[src/rtl/ram8_chip.sv]
// ram8_chip: eight-word register memory with a dmux write fan-out, mux read path and
// a self-timed clear sequencer. Define RAM8_PARITY_EN to add per-word parity checking.
module dmux_8way_gate (
  input  logic       in,
  input  logic [2:0] sel,
  output logic       a,
  output logic       b,
  output logic       c,
  output logic       d,
  output logic       e,
  output logic       f,
  output logic       g,
  output logic       h
);
  assign {h, g, f, e, d, c, b, a} = {7'b0, in} << sel;
endmodule

module ram8_chip #(
  parameter int               WIDTH       = 16,
  parameter logic [WIDTH-1:0] CLEAR_VALUE = '0
) (
  input  logic             clk,
  input  logic             rst_n,
  input  logic [WIDTH-1:0] in,
  input  logic [2:0]       address,
  input  logic             load,
  input  logic             clear,
  output logic [WIDTH-1:0] out,
  output logic             busy
`ifdef RAM8_PARITY_EN
  ,
  input  logic             par_inject,
  output logic             parity_err
`endif
);
  typedef enum logic {IDLE, CLEAR} state_t;

  state_t           state;
  logic [2:0]       ptr;
  logic [WIDTH-1:0] mem [8];
  logic             we;
  logic [2:0]       wsel;
  logic [WIDTH-1:0] wdata;
  logic [7:0]       wen;

  // While busy the sequencer owns the write port; a load coinciding with clear is dropped.
  assign we    = busy | (load & ~clear);
  assign wsel  = busy ? ptr : address;
  assign wdata = busy ? CLEAR_VALUE : in;

  dmux_8way_gate u_dmux (
    .in (we),
    .sel(wsel),
    .a  (wen[0]),
    .b  (wen[1]),
    .c  (wen[2]),
    .d  (wen[3]),
    .e  (wen[4]),
    .f  (wen[5]),
    .g  (wen[6]),
    .h  (wen[7])
  );

  always_ff @(posedge clk or negedge rst_n) begin
    if (!rst_n) begin
      for (int i = 0; i < 8; i++) mem[i] <= '0;
    end else begin
      for (int i = 0; i < 8; i++) begin
        if (wen[i]) mem[i] <= wdata;
      end
    end
  end

  assign out = mem[address];

  // Clear sequencer: eight write edges, ptr wraps back to 0 on its own.
  always_ff @(posedge clk or negedge rst_n) begin
    if (!rst_n) begin
      state <= IDLE;
      ptr   <= 3'd0;
      busy  <= 1'b0;
    end else begin
      case (state)
        IDLE: begin
          if (clear) begin
            state <= CLEAR;
            ptr   <= 3'd0;
            busy  <= 1'b1;
          end
        end
        CLEAR: begin
          ptr <= ptr + 3'd1;
          if (ptr == 3'd7) begin
            state <= IDLE;
            busy  <= 1'b0;
          end
        end
        default: begin
          state <= IDLE;
          busy  <= 1'b0;
        end
      endcase
    end
  end

`ifdef RAM8_PARITY_EN
  logic [7:0] par;
  logic       pdata;

  assign pdata = busy ? (^CLEAR_VALUE) : ((^in) ^ par_inject);

  always_ff @(posedge clk or negedge rst_n) begin
    if (!rst_n) begin
      par <= 8'd0;
    end else begin
      for (int i = 0; i < 8; i++) begin
        if (wen[i]) par[i] <= pdata;
      end
    end
  end

  assign parity_err = (^out) ^ par[address];
`endif
endmodule

[config.mk]
export PLATFORM = sky130hd
export DESIGN_NAME = ram8_chip
export DESIGN_NICKNAME = d
export VERILOG_FILES = /design/src/rtl/ram8_chip.sv
export SDC_FILE = /design/constraint.sdc
export NUM_CORES = 1
export LEC_CHECK = 0
export CORE_MARGIN = 5
export CORE_UTILIZATION = 60
export DETAILED_ROUTE_END_ITERATION = 10
export PLACE_DENSITY_LB_ADDON = 0.2
export REMOVE_ABC_BUFFERS = 1
export SKIP_LAST_GASP = 1
export SYNTH_ARGS = -nofsm -noshare
export SYNTH_HDL_FRONTEND = slang
export SYNTH_SLANG_ARGS = --single-unit
[constraint.sdc]
create_clock -name clk -period 5.35 [get_ports clk]
set_input_delay 1.07 -clock clk [delete_from_list [all_inputs] [get_ports clk]]
set_output_delay 1.07 -clock clk [all_outputs]
set_load 0.05 [all_outputs]
==> impl_results.md, run 1 <==
* Max Cap Viol at 0
* Cts hold-fix bufs at 0
* Crit path max fanout at 34
* Starting Density at 61.9%
* # IOs at 40
* Sequential fraction of the synthesis area at 49.2%
* DR WL/cell at 23.2 um
* HPWL after DPL at 10.4 mm
* Die area at 0.0135 mm2
* Worst-Skew Late Latency at 0.42 ns
* CP Data Arrival Time at 3.53 ns
* Vias per cell at 6.70
* Worst Hold Class: reg2reg
* CTS buffer count at 17
* Power Internal at 2.67 mW
* Final hold vios at 0
* DP Area at 0.00701 mm2
* Leakage at 3.29 nW
* Clock buffer depth at 2
* Final WL at 19.1 mm
* Layout cells sized above 1 at 9.52%
* Synthesis Warnings at 0
* Max Clk Rate at 0.217 GHz
* CTS tree: built
* Vias post-DR at 5513
* Worst-Margin Slew at 1.19 ns
* RSZ-0062 raised after global routing: false
* Pin count of the biggest net entering global routing at 89
* # clock sinks at 133
* Power Total at 4.14 mW
* Slew Limit Fails at 0
* Clock power frac at 26.5%
* Design area at 0.00757 mm2
* Filler Cell Count at 818
* Cell Area, Synth at 0.00676 mm2
* First-pass GRT wire length at 30.2 mm
* CP endpoint kind: primary output
* Syn_area_per_cell at 9.93 um2
* Setup crit start kind: input port
* Clock slew at reported path FFs at 0.05 ns
* Setup-failing EPs final at 0
* Switch share at 35.5%
* Post-synthesis register bit count at 133
* Syn-to-layout area delta at 11.9%
* Overall routing resource usage at 30.0%
* Post-Route Utilization at 69.2%
* Port buffer count at 39
* Initial antenna violation count at 0
* Final min period at 4.60 ns
* CTS root buf: clkbuf_16
* Ant. Diodes at 0
* Critical path type: in2out
* Setup TNS at 0 ns
* CORE AREA at 0.0109 mm2
* DIE WIDTH at 116 um
* Die Y at 116 um
* Gpl congestion at 0.808
* Drt drc at 0
* CP Data Required Time at 4.28 ns
* Post-CTS resize count at 0
* Iteration count of the initial detailed-routing pass at 5
* Vias in the first global route at 5507
* Outcome: complete, no violations
* Net Sw Power at 1.47 mW
* Power Dens Cells at 547 mW/mm2
* Netlist cell types at 28
* Remaining global-route overflow at 0
* Max VDD drop at 0.397 mV
* Clock Skews at 0.00770 ns
* Slew headroom at 20.5%
* # rows at 38
* Seq pwr share at 42.4%
* Cell count after synthesis at 681
* H-tree depth at 4
* Initial drt markers at 752
* Post-DRT Antenna Nets at 0
* Most frequent cells in the layout: 133 x nand2_1, 133 x dfrtp_1, 128 x nand3_1, 96 x o21ai_0, 37 x clkdlybuf4s50_1
* Fin nets at 695
* Tcrit/Tclk final at 86.0%
* Share of power burned in combinational logic at 31.1%
* Postcts setup bufs at 0
==> final timing paths <==
check / startpoint / end / slack (ns) / cells past startpoint
setup reg to reg: busy / mem[20] / 2.72 / 3
setup / recovery: address[0] / out[10] / 0.75 / 4
hold / removal: mem[11] / mem[11] / 0.52 / 2
max in group asynchronous: rst_n / mem[118] / 3.23 / 2
hold reg to reg: mem[11] / mem[11] / 0.52 / 2
min in group asynchronous: rst_n / mem[21] / 0.86 / 1
==> layer usage <==
metal	vias to the layer above	track usage, %	wire length (um)
li1	2397	-	-
met1	2709	42.0	7660
met2	362	46.4	9040
met3	45	7.10	1970
met4	0	10.9	429
met5	-	0	0
==> power groups by stage <==
stage | sequential, mW | combinational [mW] | clock, mW
global route | 1.81 | 1.41 | 1.15
floorplan | 1.66 | 0.894 | 0
CTS | 1.75 | 1.28 | 1.10
detailed placement | 1.75 | 1.28 | 0
global placement | 1.73 | 1.23 | 0
finish | 1.76 | 1.29 | 1.10
==> area by class of cell <==
| type | count | area [um2] | share of cell area [%] |
|---|---|---|---|
| clock buffers | 23 | 478 | 6.32 |
| clock inverters | 9 | 77.6 | 1.03 |
| inverters | 1 | 3.75 | 0.0496 |
| multi-input cells | 468 | 3050 | 40.3 |
| flip-flops and latches | 133 | 3330 | 44.0 |
| well taps | 140 | 175 | 2.31 |
| repair buffers | 49 | 458 | 6.05 |
==> worst max-delay path: stages <==
cell	delay [ns]
buf_2	0.78
mux4_1	0.67
mux2_2	0.29
clkdlybuf4s50_1	0.70
==> kinds of logic after synthesis <==
kind of cell    count (synthesis)  synth area share [%]
compound gates                134                  9.91
buf+inv                        80                  5.86
mux                            48                  15.0
simple gates                  284                  19.7
fa+ha+maj                       2                 0.370
flops                         133                  49.2
==> sequential cells by signal, indices dropped and copies added, names as in the netlist <==
signal / count
busy: 1
mem: 128
state: 1
ptr: 3
==> Yosys cell counts (all sizes together) <==
| master | count | area [um2] |
|---|---|---|
| o21ai | 131 | 656 |
| nand4 | 1 | 6.26 |
| inv | 1 | 3.75 |
| and2 | 9 | 57.6 |
| nor2b | 2 | 12.5 |
| nor4b | 1 | 23.8 |
| nand2 | 133 | 499 |
| nand4bb | 3 | 33.8 |
| dfrtp | 133 | 3330 |
| nand4b | 3 | 26.3 |
| nand3 | 128 | 641 |
| mux2 | 16 | 180 |
| and4bb | 1 | 12.5 |
| or4b | 1 | 10.0 |
| a21oi | 3 | 15.0 |
| buf | 41 | 240 |
| nor2 | 2 | 7.51 |
| mux4 | 32 | 833 |
| clkbuf | 38 | 153 |
| ha | 2 | 25.0 |
==> per-stage QoR <==
| step | setup slack [ns] | instances | hold slack (ns) |
|---|---|---|---|
| 4_1_cts | 0.764 | 823 | 0.519 |
| 2_1_floorplan | 1.86 | 602 | 0.487 |
| 5_1_grt | 0.708 | 823 | 0.540 |
| 6_report | 0.747 | 823 | 0.516 |
| 3_3_place_gp | 0.800 | 791 | 0.498 |
| 3_5_place_dp | 0.782 | 791 | 0.506 |
No activity file was read; power rests on OpenSTA's default activity.
==> run 2, diff against run 1 <==
--- a/config.mk
+++ b/config.mk
@@ -8,7 +8,8 @@
 export CORE_MARGIN = 5
 export CORE_UTILIZATION = 60
 export DETAILED_ROUTE_END_ITERATION = 10
-export PLACE_DENSITY_LB_ADDON = 0.2
+export HOLD_SLACK_MARGIN = 0.06
+export PLACE_DENSITY = 0.77
 export REMOVE_ABC_BUFFERS = 1
 export SKIP_LAST_GASP = 1
 export SYNTH_ARGS = -nofsm -noshare
==> constraint.sdc (replaced) <==
create_clock -name clk -period 4.6 [get_ports clk]
set_input_delay 0.92 -clock clk [delete_from_list [all_inputs] [get_ports clk]]
set_output_delay 0.92 -clock clk [all_outputs]
set_load 0.05 [all_outputs]
==> run 2 against run 1 <==
Against the previous run:
- sequential share of layout area decreased by 0.24 points
- clock skew grew 0.00097 ns
- via count rose by 3.7%
- power is 18% higher
- die area is the same
- clock power up 19%
- largest cell class unchanged
==> impl_results.md, run 2 (synthesized netlist as in run 1, its figures left out) <==
* Layout cells sized above 1 at 12.5%
* Post-CTS resize count at 0
* Die Y at 116 um
* Port buffer count at 39
* Met2 Use GR at 49.3%
* Die area at 0.0135 mm2
* Pin count of the biggest net entering global routing at 80
* Postcts setup bufs at 0
* Grt peak-use layer: met2
* DP Cell Count at 800
* Syn-to-layout area delta at 12.5%
* CP endpoint kind: primary output
* CORE AREA at 0.0109 mm2
* Largest register by flop count: mem
* Met3 Usage GRT at 9.48%
* Worst Hold Class: reg2reg
* CP Data Required Time at 3.68 ns
* Setup-failing EPs final at 0
* Tcrit/Tclk final at 82.7%
* Worst-Skew Late Latency at 0.42 ns
* Crit-path cells: buf_2 > mux4_1 > mux2_2 > buf_4
* CTS root buf: clkbuf_16
* Leakage at 3.38 nW
* DIE WIDTH at 116 um
* CP max stage delay at 0.80 ns
* Post-DRT Antenna Nets at 0
* Ant. Diodes at 0
* # IOs at 40
* Slew headroom at 19.3%
* Iteration count of the initial detailed-routing pass at 8
* Final min period at 3.80 ns
* Slew Limit Fails at 0
* DR WL/cell at 24.2 um
* Outcome: complete, no violations
* Initial antenna violation count at 0
* Setup crit start kind: input port
* Top delay family on crit path: buffers and inverters
* Non-filler cells, final at 829
* Overall routing resource usage at 31.8%
* Max Clk Rate at 0.263 GHz
* Vias post-DR at 5715
* CTS tree: built
* Setup TNS at 0 ns
* Clock slew at reported path FFs at 0.05 ns
* Worst Path Buf+Inv at 2
* Crit path max fanout at 34
* Final WL at 20.1 mm
* CP Data Arrival Time at 2.88 ns
* Power Dens Cells at 640 mW/mm2
* CTS buffer count at 17
* Design area at 0.00761 mm2
* DP Area at 0.00705 mm2
* Starting Density at 61.9%
* Most frequent cells in the layout: 133 x nand2_1, 133 x dfrtp_1, 128 x nand3_1, 96 x o21ai_0
* First-pass GRT wire length at 32.1 mm
* Biggest regs: mem x128, ptr x3
* Vias in the first global route at 5948
* Max VDD drop at 0.373 mV
* Drt drc at 0
* Flip-flop count of the largest register after layout at 128
* Cts hold-fix bufs at 0
* Clock Skews at 0.00867 ns
* # clock sinks at 133
* Worst-Margin Slew at 1.20 ns
* Remaining global-route overflow at 0
* H-tree depth at 4
* Met1 Use GR at 41.0%
* Critical path type: in2out
* Final hold vios at 0
* Fin nets at 704
* RSZ-0062 raised after global routing: false
* Initial drt markers at 903
* Vias per cell at 6.89
* Gpl congestion at 0.854
* Clock buffer depth at 2
* HPWL after DPL at 11.2 mm
* Max Cap Viol at 0
* Critical-path top delay cell: buf_2
* # rows at 38
-- run 2: cell count changes in the layout (fill, tap and decap cells not counted), sizes merged --
cell	before	now
buf	12	37
clkinv	5	3
clkinvlp	3	0
clkdlybuf4s50	37	21
clkbuf	23	24
bufinv	1	2
-- run 2: area by class of cell --
type | instances | area (um2)
Fill cell | 809 | 3330
Clock inverter | 5 | 75.1
Sequential cell | 133 | 3330
Clock buffer | 24 | 482
Timing Repair Buffer | 58 | 498
Inverter | 1 | 3.75
Tap cell | 140 | 175
Multi-Input combinational cell | 468 | 3050
-- run 2: stage by stage --
step                      power [mW]  hold slack (ns)  setup slack, ns  util (%)
final                           4.87            0.518            0.796      69.6
after global routing            5.12            0.528            0.746      69.6
after CTS                       4.86            0.518            0.817      69.6
after detailed placement        3.53            0.507            0.844      64.5
after global placement          3.42            0.498            0.874      64.5
after floorplan                 2.97            0.487             1.26         -
-- run 2: routing by layer --
layer	share of wire (%)	up-vias	routed length, um
met5	0	-	0
met4	4.3	0	862
met3	12	87	2480
met2	47	455	9410
met1	37	2762	7350
li1	-	2411	-
-- run 2: worst reg2reg max path, stage by stage, from the launching register on --
cell,delay (ns)
dfrtp_1,0.51
nor4b_4,0.70
and2_1,0.73
o21ai_0,0.27
-- run 2: final timing paths --
path	cells after the start	start	to	slack (ns)
setup / recovery	4	address[0]	out[13]	0.80
hold / removal	2	mem[126]	mem[126]	0.52
setup reg to reg	3	busy	mem[19]	2.21
hold reg to reg	2	mem[126]	mem[126]	0.52
max in group asynchronous	2	rst_n	mem[13]	3.08
min in group asynchronous	1	rst_n	ptr[2]	0.65
-- run 2: power breakdown --
part | leakage, nW | internal, mW | switching, mW
Clock | 0.276 | 0.828 | 0.478
Sequential | 1.78 | 1.71 | 0.351
Combinational | 1.33 | 0.598 | 0.910
Total | 3.38 | 3.13 | 1.74
